<file path="config.mk">
export PLATFORM = sky130hd
export DESIGN_NAME = w5300_bus_seq
export DESIGN_NICKNAME = d
export VERILOG_FILES = /design/src/rtl/w5300_bus_seq.sv
export SDC_FILE = /design/constraint.sdc
export NUM_CORES = 1
export LEC_CHECK = 0
export CAP_MARGIN = 5
export CORE_MARGIN = 2
export CORE_UTILIZATION = 40
export CTS_BUF_LIST = sky130_fd_sc_hd__clkbuf_8
export CTS_CLUSTER_DIAMETER = 120
export DETAILED_ROUTE_END_ITERATION = 12
export HOLD_SLACK_MARGIN = 0.08
export PLACE_DENSITY = 0.66
export SYNTH_ARGS = -nofsm -noshare
export SYNTH_HDL_FRONTEND = slang
export SYNTH_SLANG_ARGS = --single-unit
</file>
<file path="constraint.sdc">
create_clock -name clk -period 7.5 [get_ports clk]
set_input_delay 1.5 -clock clk [delete_from_list [all_inputs] [get_ports clk]]
set_output_delay 1.5 -clock clk [all_outputs]
set_load 0.01 [all_outputs]
</file>
<file path="src/rtl/w5300_bus_seq.sv">
// W5300 direct-mode bus sequencer: turns single read/write requests into timed
// CS/RD/WR cycles and owns the chip's hardware reset pulse and lock-time wait.
module w5300_bus_seq #(
    parameter int SETUP_CYC    = 1,
    parameter int STROBE_CYC   = 3,
    parameter int HOLD_CYC     = 1,
    parameter int RST_LOW_CYC  = 64,
    parameter int RST_WAIT_CYC = 65535,
    parameter int CNT_W        = 16
) (
    input  logic       clk,
    input  logic       rst_n,
    input  logic       req_i,
    input  logic       req_wr_i,
    input  logic [9:0] req_addr_i,
    input  logic [7:0] req_wdata_i,
    input  logic       a0inv_i,
    input  logic       sw_rst_n_i,
    output logic       busy_o,
    output logic       done_o,
    output logic [7:0] rdata_o,
    output logic       ready_o,
    output logic       w_cs_n_o,
    output logic       w_rd_n_o,
    output logic       w_wr_n_o,
    output logic [9:0] w_addr_o,
    output logic [7:0] w_dout_o,
    output logic       w_doe_o,
    input  logic [7:0] w_din_i,
    output logic       w_rst_n_o
);

    typedef enum logic [2:0] {
        ST_RST_HOLD = 3'd0,
        ST_RST_WAIT = 3'd1,
        ST_IDLE     = 3'd2,
        ST_SETUP    = 3'd3,
        ST_STROBE   = 3'd4,
        ST_HOLD     = 3'd5
    } state_e;

    localparam logic [CNT_W-1:0] SETUP_LAST  = CNT_W'(SETUP_CYC - 1);
    localparam logic [CNT_W-1:0] STROBE_LAST = CNT_W'(STROBE_CYC - 1);
    localparam logic [CNT_W-1:0] HOLD_LAST   = CNT_W'(HOLD_CYC - 1);
    localparam logic [CNT_W-1:0] RST_LAST    = CNT_W'(RST_LOW_CYC - 1);
    localparam logic [CNT_W-1:0] WAIT_LAST   = CNT_W'(RST_WAIT_CYC - 1);
    localparam logic [CNT_W-1:0] CNT_MAX     = {CNT_W{1'b1}};

    state_e           state_q, state_d;
    logic [CNT_W-1:0] cnt_q, cnt_d;
    logic             wr_q, wr_d;
    logic [9:0]       addr_q, addr_d;
    logic [7:0]       dout_q, dout_d;
    logic [7:0]       rdata_q, rdata_d;
    logic             done_q, done_d;
    logic             busy_q, busy_d;
    logic             ready_q, ready_d;
    logic             cs_n_q, cs_n_d;
    logic             rd_n_q, rd_n_d;
    logic             wr_n_q, wr_n_d;
    logic             doe_q, doe_d;
    logic             wrst_n_q, wrst_n_d;
    logic             bus_s;

    // Next-state logic; pin values are derived from the next state so every output is a flop.
    always_comb begin
        state_d = state_q;
        cnt_d   = cnt_q;
        wr_d    = wr_q;
        addr_d  = addr_q;
        dout_d  = dout_q;
        rdata_d = rdata_q;
        done_d  = 1'b0;

        if (!sw_rst_n_i && (state_q != ST_RST_HOLD)) begin
            // Abort whatever is running; the reset pulse restarts its count.
            state_d = ST_RST_HOLD;
            cnt_d   = {CNT_W{1'b0}};
        end else begin
            case (state_q)
                ST_RST_HOLD: begin
                    if (sw_rst_n_i && (cnt_q >= RST_LAST)) begin
                        state_d = ST_RST_WAIT;
                        cnt_d   = {CNT_W{1'b0}};
                    end else if (cnt_q != CNT_MAX) begin
                        cnt_d = cnt_q + CNT_W'(1);
                    end else begin
                        cnt_d = cnt_q;
                    end
                end
                ST_RST_WAIT: begin
                    if (cnt_q == WAIT_LAST) begin
                        state_d = ST_IDLE;
                        cnt_d   = {CNT_W{1'b0}};
                    end else begin
                        cnt_d = cnt_q + CNT_W'(1);
                    end
                end
                ST_IDLE: begin
                    if (req_i) begin
                        state_d = ST_SETUP;
                        cnt_d   = {CNT_W{1'b0}};
                        wr_d    = req_wr_i;
                        addr_d  = {req_addr_i[9:1], req_addr_i[0] ^ a0inv_i};
                        dout_d  = req_wdata_i;
                    end else begin
                        state_d = ST_IDLE;
                    end
                end
                ST_SETUP: begin
                    if (cnt_q == SETUP_LAST) begin
                        state_d = ST_STROBE;
                        cnt_d   = {CNT_W{1'b0}};
                    end else begin
                        cnt_d = cnt_q + CNT_W'(1);
                    end
                end
                ST_STROBE: begin
                    if (cnt_q == STROBE_LAST) begin
                        state_d = ST_HOLD;
                        cnt_d   = {CNT_W{1'b0}};
                        if (!wr_q) begin
                            rdata_d = w_din_i;
                        end else begin
                            rdata_d = rdata_q;
                        end
                    end else begin
                        cnt_d = cnt_q + CNT_W'(1);
                    end
                end
                ST_HOLD: begin
                    if (cnt_q == HOLD_LAST) begin
                        state_d = ST_IDLE;
                        cnt_d   = {CNT_W{1'b0}};
                        done_d  = 1'b1;
                    end else begin
                        cnt_d = cnt_q + CNT_W'(1);
                    end
                end
                default: begin
                    state_d = ST_RST_HOLD;
                    cnt_d   = {CNT_W{1'b0}};
                end
            endcase
        end

        bus_s    = (state_d == ST_SETUP) || (state_d == ST_STROBE) || (state_d == ST_HOLD);
        cs_n_d   = !bus_s;
        rd_n_d   = !((state_d == ST_STROBE) && !wr_d);
        wr_n_d   = !((state_d == ST_STROBE) && wr_d);
        doe_d    = bus_s && wr_d;
        busy_d   = (state_d != ST_IDLE);
        ready_d  = (state_d == ST_IDLE) || bus_s;
        wrst_n_d = (state_d != ST_RST_HOLD);
    end

    // State, counter and registered pin outputs.
    always_ff @(posedge clk or negedge rst_n) begin
        if (!rst_n) begin
            state_q  <= ST_RST_HOLD;
            cnt_q    <= {CNT_W{1'b0}};
            wr_q     <= 1'b0;
            addr_q   <= 10'd0;
            dout_q   <= 8'd0;
            rdata_q  <= 8'd0;
            done_q   <= 1'b0;
            busy_q   <= 1'b1;
            ready_q  <= 1'b0;
            cs_n_q   <= 1'b1;
            rd_n_q   <= 1'b1;
            wr_n_q   <= 1'b1;
            doe_q    <= 1'b0;
            wrst_n_q <= 1'b0;
        end else begin
            state_q  <= state_d;
            cnt_q    <= cnt_d;
            wr_q     <= wr_d;
            addr_q   <= addr_d;
            dout_q   <= dout_d;
            rdata_q  <= rdata_d;
            done_q   <= done_d;
            busy_q   <= busy_d;
            ready_q  <= ready_d;
            cs_n_q   <= cs_n_d;
            rd_n_q   <= rd_n_d;
            wr_n_q   <= wr_n_d;
            doe_q    <= doe_d;
            wrst_n_q <= wrst_n_d;
        end
    end

    assign busy_o    = busy_q;
    assign done_o    = done_q;
    assign rdata_o   = rdata_q;
    assign ready_o   = ready_q;
    assign w_cs_n_o  = cs_n_q;
    assign w_rd_n_o  = rd_n_q;
    assign w_wr_n_o  = wr_n_q;
    assign w_addr_o  = addr_q;
    assign w_dout_o  = dout_q;
    assign w_doe_o   = doe_q;
    assign w_rst_n_o = wrst_n_q;

endmodule

</file>
==> impl_metrics.tcl, run 1 <==
set metrics [dict create \
    area_growth_pct 31.3 \
    dp_slack_ns 3.50 \
    nNetsFinal 338 \
    die_w_um 84.6 \
    grt_start_max_net_pins 55 \
    ant_nets 0 \
    start_util 0.411 \
    cpPeakStageDelay_ns 0.61 \
    ys_warn_count 0 \
    r2r_cells 6 \
    p_total_mw 0.708 \
    stdcell_count 381 \
    path_delay_family "compound AO/OA/AOI/OAI gates" \
    grt_usage 0.163 \
    fmax_mhz 271 \
    outcome "complete, no violations" \
    detail_route.vias_per_cell 5.43 \
    port_buffers 65 \
    cts.sinks 54 \
    worstMarginPinSlew_ns 1.11 \
    die_area_um2 7150 \
    postSynthCellCount 239 \
    synth_edf_count 0 \
    yosys.area.top_type_share 0.482 \
    maxSlewHeadroom 0.255 \
    leakagePower_nw 1.56 \
    rsz0062_at_grt "no" \
    numCtsBuffers 5 \
    cts.path.max_buffers 2 \
    cts_setup_buffers 0 \
    synth_top_area_cell "dfrtp_1" \
    whs_endpoint "w_dout_o[3]" \
    hold_path.startpoint "w_dout_o[3]" \
    cts_resized 0 \
    finalCritPeriodShare 0.491 \
    r2r_setup_slack_ns 4.63 \
    drt-initial-drc-count 148 \
    ys_types 43 \
    r2r-end "cnt_q[3]" \
    antenna_cells 0 \
    io_pins 66 \
    nFillCells 546 \
    yosysSeqAreaShare 0.522 \
    slew_violations 0 \
    wl_per_cell_um 14.4 \
    cts.clk_slew.worst_paths_ns 0.09 \
    post-route-min-period_ns 3.68 \
    p_per_area_nw_per_um2 207 \
    r2r-start "cnt_q[3]" \
    finalSetupTns_ns 0 \
    synth_common_cells "50 x dfrtp_1, 26 x mux2_2, 22 x nand2_1" \
    netlist_area_um2 2600 \
    rows 29 \
    async_flop_share 1.00 \
    hold_buffers 0 \
    holdPathStages 1 \
    synth.most_common_cell "dfrtp_1" \
    grt_pass1_wl_um 9550 \
    dpl-instance-area_um2 3300 \
    cpMaxStageDelayCell "o31a_1" \
    finalHoldViolCount 0 \
    placedCellCount 373 \
    path_class "input port to flip-flop" \
    firstDrtPassIters 4 \
    synth_nets 274 \
    grt_pass1_vias 1984 \
    hp-class "flip-flop to flip-flop" \
    coreArea_um2 6310 \
    fin_skew_ns 0.00801 \
    cp-end-kind "flip-flop" \
    drive_gt1_frac 0.155 \
    cts_tree "yes" \
    multi_input_area_um2 1140 \
    antenna_found_initial 0 \
    gr-total-overflow 0 \
    fin_ws_ns 3.82 \
    wl_um 5500 \
    cp_num_buf_inv 2 \
    finalSetupViolCount 0 \
    cts_root_buf "clkbuf_8" \
    synth-seq-cells 54 \
    dpl.hpwl_um 3960 \
    synth.avg_cell_area_um2 10.9 \
    post-route-drc-count 0 \
    arrival_ns 3.88 \
    synth_area_leaders "dfrtp_1 48%, mux2_2 11%, dfstp_2 4.0%" \
    peakVddDrop_uv 126 \
    synth_top_flop_cell "dfrtp_1" \
    die_y_um 84.6 \
    path_cells "clkdlybuf4s50_1 > inv_1 > o22ai_1 > nor3_1 > o31a_1 > nand2b_1 > o311ai_0" \
    cp.required_ns 7.69 \
    htree_levels 2 \
    num_vias 2070 \
    fin_area_um2 3410 \
    seq_area_um2 1360 \
    cp_max_fo 19 \
    maxCapViolCount 0 \
    clk_latency_ns 0.30 \
    crit_path_start_kind "input port" \
    gp_congestion 0.906 \
]
-- registers in the layout, summed over array words and instances (netlist names) --
| signal | count |
|---|---|
| w_cs_n_o | 1 |
| w_addr_o | 10 |
| wr_q | 1 |
| w_wr_n_o | 1 |
| ready_o | 1 |
| state_q | 3 |
| w_dout_o | 8 |
| w_rd_n_o | 1 |
| w_doe_o | 1 |
| busy_o | 1 |
| rdata_o | 8 |
| w_rst_n_o | 1 |
| done_o | 1 |
| cnt_q | 16 |
-- cells in the final DEF, fill, tap and decap left out, drive strengths merged, types with 3 or more instances in the layout --
| cell | count |
|---|---|
| dfrtp | 50 |
| o22ai | 6 |
| nor4 | 7 |
| buf | 3 |
| nand2 | 22 |
| or4 | 3 |
| nand4 | 7 |
| clkbuf | 5 |
| nor2 | 16 |
| clkdlybuf4s50 | 64 |
| ha | 3 |
| a22o | 8 |
| a21o | 8 |
| dfstp | 4 |
| inv | 13 |
| nor3 | 5 |
| mux2 | 26 |
| o21ai | 5 |
| a21oi | 7 |
| and4 | 3 |
| nand3 | 10 |
-- kinds of logic (layout without fill, tap and decap cells) --
group                      after synthesis  count (layout)  share of synthesized area
buffers and inverters                   22              87                     0.0381
DFF                                     54              54                      0.522
AOI/OAI and AO/OA                       45              45                      0.123
adders and majority gates                3               3                     0.0145
muxes                                   28              28                      0.120
xor gates and xnor gates                 1               1                    0.00337
and+or+nand+nor                         86              86                      0.178
-- worst register-to-register path, cell delays in order, from the launching register on --
cell	delay, ns
dfrtp_1	0.47
or4_1	0.60
nor4_2	0.34
o22ai_1	0.19
o31a_1	0.56
and2b_4	0.30
a221o_1	0.30
-- report_power, final --
part	total [mW]	internal, mW	leakage [nW]	switching (mW)
combinational	0.179	0.0888	0.769	0.0904
sequential	0.339	0.314	0.731	0.0252
clock	0.189	0.0983	0.0556	0.0911
-- through the flow --
stage | util | hold WS [ns]
after floorplan | - | 0.503
after global placement | 0.523 | 0.466
after detailed placement | 0.523 | 0.492
after CTS | 0.540 | 0.515
after global routing | 0.540 | 0.534
final | 0.540 | 0.510
-- layout make-up --
type / count / share of cell area
flip-flops and latches: 54 / 0.398
clock buffers: 5 / 0.0202
clock inverters: 3 / 0.0121
well taps: 77 / 0.0282
multi-input cells: 163 / 0.335
repair buffers: 67 / 0.194
inverters: 12 / 0.0132
-- layer usage --
| layer | global-route usage | vias up | share of wire |
|---|---|---|---|
| met3 | 0.0374 | 11 | 0.070 |
| li1 | - | 992 | - |
| met4 | 0.0505 | 0 | 0.017 |
| met5 | 0 | - | 0 |
| met1 | 0.240 | 992 | 0.48 |
| met2 | 0.241 | 75 | 0.43 |
-- how the worst max path moves through the flow --
stage          startpoint   endpoint  cells after the start
2_1_floorplan  sw_rst_n_i   cnt_q[3]                      8
3_3_place_gp   sw_rst_n_i  cnt_q[12]                      7
3_5_place_dp   sw_rst_n_i  cnt_q[12]                      7
4_1_cts        sw_rst_n_i  cnt_q[12]                      7
5_1_grt        sw_rst_n_i  cnt_q[12]                      7
6_report       sw_rst_n_i  cnt_q[12]                      7
(Power assumes the default switching activity.)
==> inputs of run 2 (changes only) <==
--- a/config.mk
+++ b/config.mk
@@ -12,7 +12,7 @@
 export CTS_CLUSTER_DIAMETER = 120
 export DETAILED_ROUTE_END_ITERATION = 12
 export HOLD_SLACK_MARGIN = 0.08
-export PLACE_DENSITY = 0.66
+export PLACE_DENSITY = 0.69
 export SYNTH_ARGS = -nofsm -noshare
 export SYNTH_HDL_FRONTEND = slang
 export SYNTH_SLANG_ARGS = --single-unit
==> constraint.sdc (replaced) <==
create_clock -name clk -period 3.34 [get_ports clk]
set_input_delay 0.668 -clock clk [delete_from_list [all_inputs] [get_ports clk]]
set_output_delay 0.668 -clock clk [all_outputs]
set_load 0.01 [all_outputs]
==> impl_metrics.tcl, run 2 (synthesis gave the netlist of run 1 again) <==
set metrics [dict create \
    gr-total-overflow 0 \
    wl_per_cell_um 14.5 \
    firstDrtPassIters 4 \
    finalHoldViolCount 0 \
    seq_area_um2 1360 \
    numCtsBuffers 5 \
    cts_resized 0 \
    r2r-start "cnt_q[10]" \
    r2r_cells 7 \
    largest_register_ffs 16 \
    p_int_mw 1.06 \
    coreArea_um2 6310 \
    p_clk_frac 0.233 \
    outcome "complete, no violations" \
    fmax_mhz 358 \
    maxCapViolCount 0 \
    path_class "flip-flop to flip-flop" \
    worstMarginPinSlew_ns 0.513 \
    p_comb_frac 0.271 \
    io_pins 66 \
    arrival_ns 2.99 \
    cts.clk_slew.worst_paths_ns 0.09 \
    crit_path_start_kind "flip-flop" \
    cts.sinks 54 \
    multi_input_area_um2 1140 \
    swShare 0.310 \
    gp_congestion 0.856 \
    leakagePower_nw 1.56 \
    num_vias 2067 \
    drive_gt1_frac 0.166 \
    peakVddDrop_uv 272 \
    fin_skew_ns 0.00656 \
    post-route-drc-count 0 \
    antenna_cells 0 \
    die_area_um2 7150 \
    finalSetupViolCount 0 \
    die_y_um 84.6 \
    r2r_setup_slack_ns 0.54 \
    hold_buffers 0 \
    rows 29 \
    finalCritPeriodShare 0.837 \
    detail_route.vias_per_cell 5.37 \
    wl_um 5590 \
    top_register "cnt_q" \
    p_total_mw 1.53 \
    area_growth_pct 31.6 \
    grt_usage 0.163 \
    post-route-min-period_ns 2.80 \
    cp-endpoint "cnt_q[3]" \
    seqPwrFrac 0.496 \
    grt_pass1_vias 1957 \
    cp.required_ns 3.53 \
    hp-class "input port to asynchronous set/reset pin" \
    die_w_um 84.6 \
    crit_start "cnt_q[10]" \
    cts_setup_buffers 0 \
    start_util 0.411 \
    cts_tree "yes" \
    netSwitchingPower_mw 0.474 \
    ant_nets 0 \
    slew_violations 0 \
    cp-end-kind "flip-flop" \
    antenna_found_initial 0 \
    maxSlewHeadroom 0.655 \
    cts_root_buf "clkbuf_8" \
    fin_hold_ws_ns 0.311 \
    clk_latency_ns 0.30 \
    nNetsFinal 342 \
    cts.path.max_buffers 2 \
    cp_max_fo 11 \
    nFillCells 588 \
    htree_levels 2 \
    r2r-end "cnt_q[3]" \
    final_common_cell "clkdlybuf4s50_1" \
    p_per_area_nw_per_um2 448 \
    grt_start_max_net_pins 24 \
    dpl.hpwl_um 4210 \
    finalSetupTns_ns 0 \
    grt_pass1_wl_um 9500 \
    rsz0062_at_grt "no" \
    port_buffers 65 \
    mostFrequentLayoutCells "64 x clkdlybuf4s50_1, 50 x dfrtp_1, 26 x mux2_2" \
    drt-initial-drc-count 95 \
]
[run 2: changes by cell type in the layout (fill, tap and decap cells not counted)]
cell        delta
clkinvlp_4     +1
bufinv_16      -1
buf_4          +4
[run 2: worst min path at each step]
stage                 from          end  slack, ns  cells after the start
2_1_floorplan        rst_n     cnt_q[0]       0.37                      0
3_3_place_gp   w_addr_o[0]  w_addr_o[0]       0.47                      2
3_5_place_dp   w_addr_o[0]  w_addr_o[0]       0.47                      2
4_1_cts              rst_n   rdata_o[3]       0.32                      1
5_1_grt              rst_n   rdata_o[3]       0.34                      1
6_report             rst_n  w_dout_o[2]       0.31                      1
[run 2: per-stage QoR]
| step | cell area (µm²) | cells | setup WS, ns | util |
|---|---|---|---|---|
| 6_report | 3420 | 385 | 0.543 | 0.541 |
| 4_1_cts | 3420 | 385 | 0.579 | 0.541 |
| 2_1_floorplan | 2600 | 239 | 0.892 | - |
| 3_3_place_gp | 3330 | 377 | 0.469 | 0.528 |
| 3_5_place_dp | 3330 | 377 | 0.416 | 0.528 |
| 5_1_grt | 3420 | 385 | 0.453 | 0.541 |
[run 2: critical path, cell delays in order, from the launching register on]
cell and delay, ns:
dfrtp_1 0.44, or4_4 0.60, nor4_2 0.38, o22ai_1 0.18, o31a_1 0.45, buf_4 0.22, and3_1 0.16, a221o_1 0.25
[run 2: final cells by class]
type | count | share of cell area
multi-input cells | 163 | 0.334
clock buffers | 5 | 0.0201
repair buffers | 71 | 0.202
well taps | 77 | 0.0282
inverters | 12 | 0.0132
clock inverters | 3 | 0.00549
flip-flops and latches | 54 | 0.397
[run 2: power by group through the flow]
stage                     clock, mW  combinational, mW  sequential [mW]
after floorplan                   0              0.275            0.770
after global placement            0              0.410            0.770
after detailed placement          0              0.416            0.773
after CTS                     0.372              0.419            0.760
after global routing          0.397              0.462            0.772
final                         0.356              0.415            0.760
[run 2: metal layers]
layer / part of all wire / GRT usage
met5: 0 / 0
met2: 0.44 / 0.252
met1: 0.49 / 0.241
met3: 0.063 / 0.0265
met4: 0.0098 / 0.0390
==> inputs of run 3 (changes only) <==
==> constraint.sdc (replaced) <==
create_clock -name clk -period 2.5 [get_ports clk]
set_input_delay 0.5 -clock clk [delete_from_list [all_inputs] [get_ports clk]]
set_output_delay 0.5 -clock clk [all_outputs]
set_load 0.01 [all_outputs]
==> impl_metrics.tcl, run 3 (synthesis gave the netlist of run 1 again) <==
set metrics [dict create \
    outcome "finished with violations" \
    failed_checks "negative setup slack" \
    cts.path.max_buffers 2 \
    final_common_cell "clkdlybuf4s50_1" \
    fmax_mhz 400 \
    post-route-util 0.598 \
    stdcell_count 419 \
    cp-end-kind "flip-flop" \
    fin_area_um2 3780 \
    leakagePower_nw 1.77 \
    detail_route.vias_per_cell 5.42 \
    cp_max_fo 7 \
    slew_violations 0 \
    cts_root_buf "clkbuf_8" \
    num_vias 2272 \
    drt-initial-drc-count 137 \
    htree_levels 2 \
    cts_tree "yes" \
    maxSlewHeadroom 0.688 \
    coreArea_um2 6310 \
    port_buffers 65 \
    hp-class "input port to asynchronous set/reset pin" \
    rsz0062_at_grt "yes" \
    grt_pass1_vias 2260 \
    drive_gt1_frac 0.272 \
    cts.sinks 54 \
    peakVddDrop_uv 332 \
    grt_pass1_wl_um 10700 \
    largest_register_ffs 16 \
    numCtsBuffers 5 \
    rows 29 \
    wl_per_cell_um 16.0 \
    gr-total-overflow 0 \
    finalSetupViolCount 1 \
    maxCapViolCount 0 \
    area_growth_pct 45.5 \
    grt_usage 0.186 \
    nNetsFinal 376 \
    dpl-instance-area_um2 3590 \
    io_pins 66 \
    fin_skew_ns 0.00588 \
    antenna_cells 0 \
    gp_congestion 0.878 \
    antenna_found_initial 0 \
    post-route-drc-count 0 \
    start_util 0.411 \
    firstDrtPassIters 4 \
    cp.required_ns 2.70 \
    cts.clk_slew.worst_paths_ns 0.10 \
    p_per_area_nw_per_um2 628 \
    die_area_um2 7150 \
    hold_buffers 0 \
    dpl.hpwl_um 4860 \
    post-route-min-period_ns 2.50 \
    nFillCells 528 \
    fin_ws_ns -0.000111 \
    dp_slack_ns -0.0613 \
    grt_start_max_net_pins 25 \
    crit_path_start_kind "flip-flop" \
    mostFrequentLayoutCells "64 x clkdlybuf4s50_1, 50 x dfrtp_1, 35 x buf_4" \
    arrival_ns 2.70 \
    finalCritPeriodShare 1.00 \
    wl_um 6710 \
    top_register "cnt_q" \
    worstMarginPinSlew_ns 0.463 \
    path_class "flip-flop to flip-flop" \
    clk_latency_ns 0.31 \
    die_y_um 84.6 \
    ant_nets 0 \
    placedCellCount 408 \
    die_w_um 84.6 \
    finalHoldViolCount 0 \
]
-- run 3: worst paths after layout --
| check | from | to | slack (ns) | cells past startpoint |
|---|---|---|---|---|
| setup / recovery | cnt_q[10] | cnt_q[3] | -0.0001 | 7 |
| hold / removal | rst_n | w_dout_o[6] | 0.09 | 1 |
| setup reg to reg | cnt_q[10] | cnt_q[3] | -0.0001 | 7 |
| hold reg to reg | w_dout_o[6] | w_dout_o[6] | 0.51 | 1 |
| max in group asynchronous | rst_n | rdata_o[5] | 1.85 | 2 |
| min in group clk | w_dout_o[6] | w_dout_o[6] | 0.51 | 1 |
-- run 3: final cells by class --
cell class,instances,area (µm²),area share
timing repair buffer,104,965,0.255
multi-input combinational,164,1220,0.322
inverter,12,45.0,0.0119
clock inverter,2,16.3,0.00430
clock buffer,6,82.6,0.0219
sequential,54,1360,0.359
tap,77,96.3,0.0255
-- run 3: power breakdown --
group	switching [mW]	total, mW	leakage [nW]	internal (mW)
combinational	0.404	0.865	0.991	0.462
sequential	0.0415	0.983	0.731	0.941
clock	0.295	0.523	0.0478	0.228
-- run 3: routing by layer --
layer,GRT usage,vias up,part of all wire
met5,0,-,0
li1,-,1075,-
met2,0.302,82,0.48
met3,0.0383,8,0.061
met4,0.0476,0,0.011
met1,0.257,1107,0.45
-- run 3: worst max-delay path, cell delays in order, from the launching register on --
cell	delay, ns
dfrtp_1	0.39
or4_4	0.56
buf_4	0.17
o31a_1	0.27
nor3_4	0.20
o2bb2ai_1	0.22
and2b_4	0.28
a221o_1	0.30
-- run 3: through the flow --
| stage | power [mW] | TNS (ns) | hold slack (ns) |
|---|---|---|---|
| floorplan | 1.40 | 0 | 0.204 |
| global placement | 1.71 | -0.00673 | 0.435 |
| detailed placement | 1.73 | -0.334 | 0.436 |
| CTS | 2.28 | 0 | 0.0901 |
| global route | 2.52 | -0.802 | 0.0998 |
| finish | 2.37 | -0.000111 | 0.0902 |
-- run 3: timing repair --
action / CTS / global route
gates resized for setup: 4 / 11
pin swaps: 1 / 4
cloned: 0 / 2
endpoints found under the setup margin: 12 / 21
buffers inserted: 0 / 1
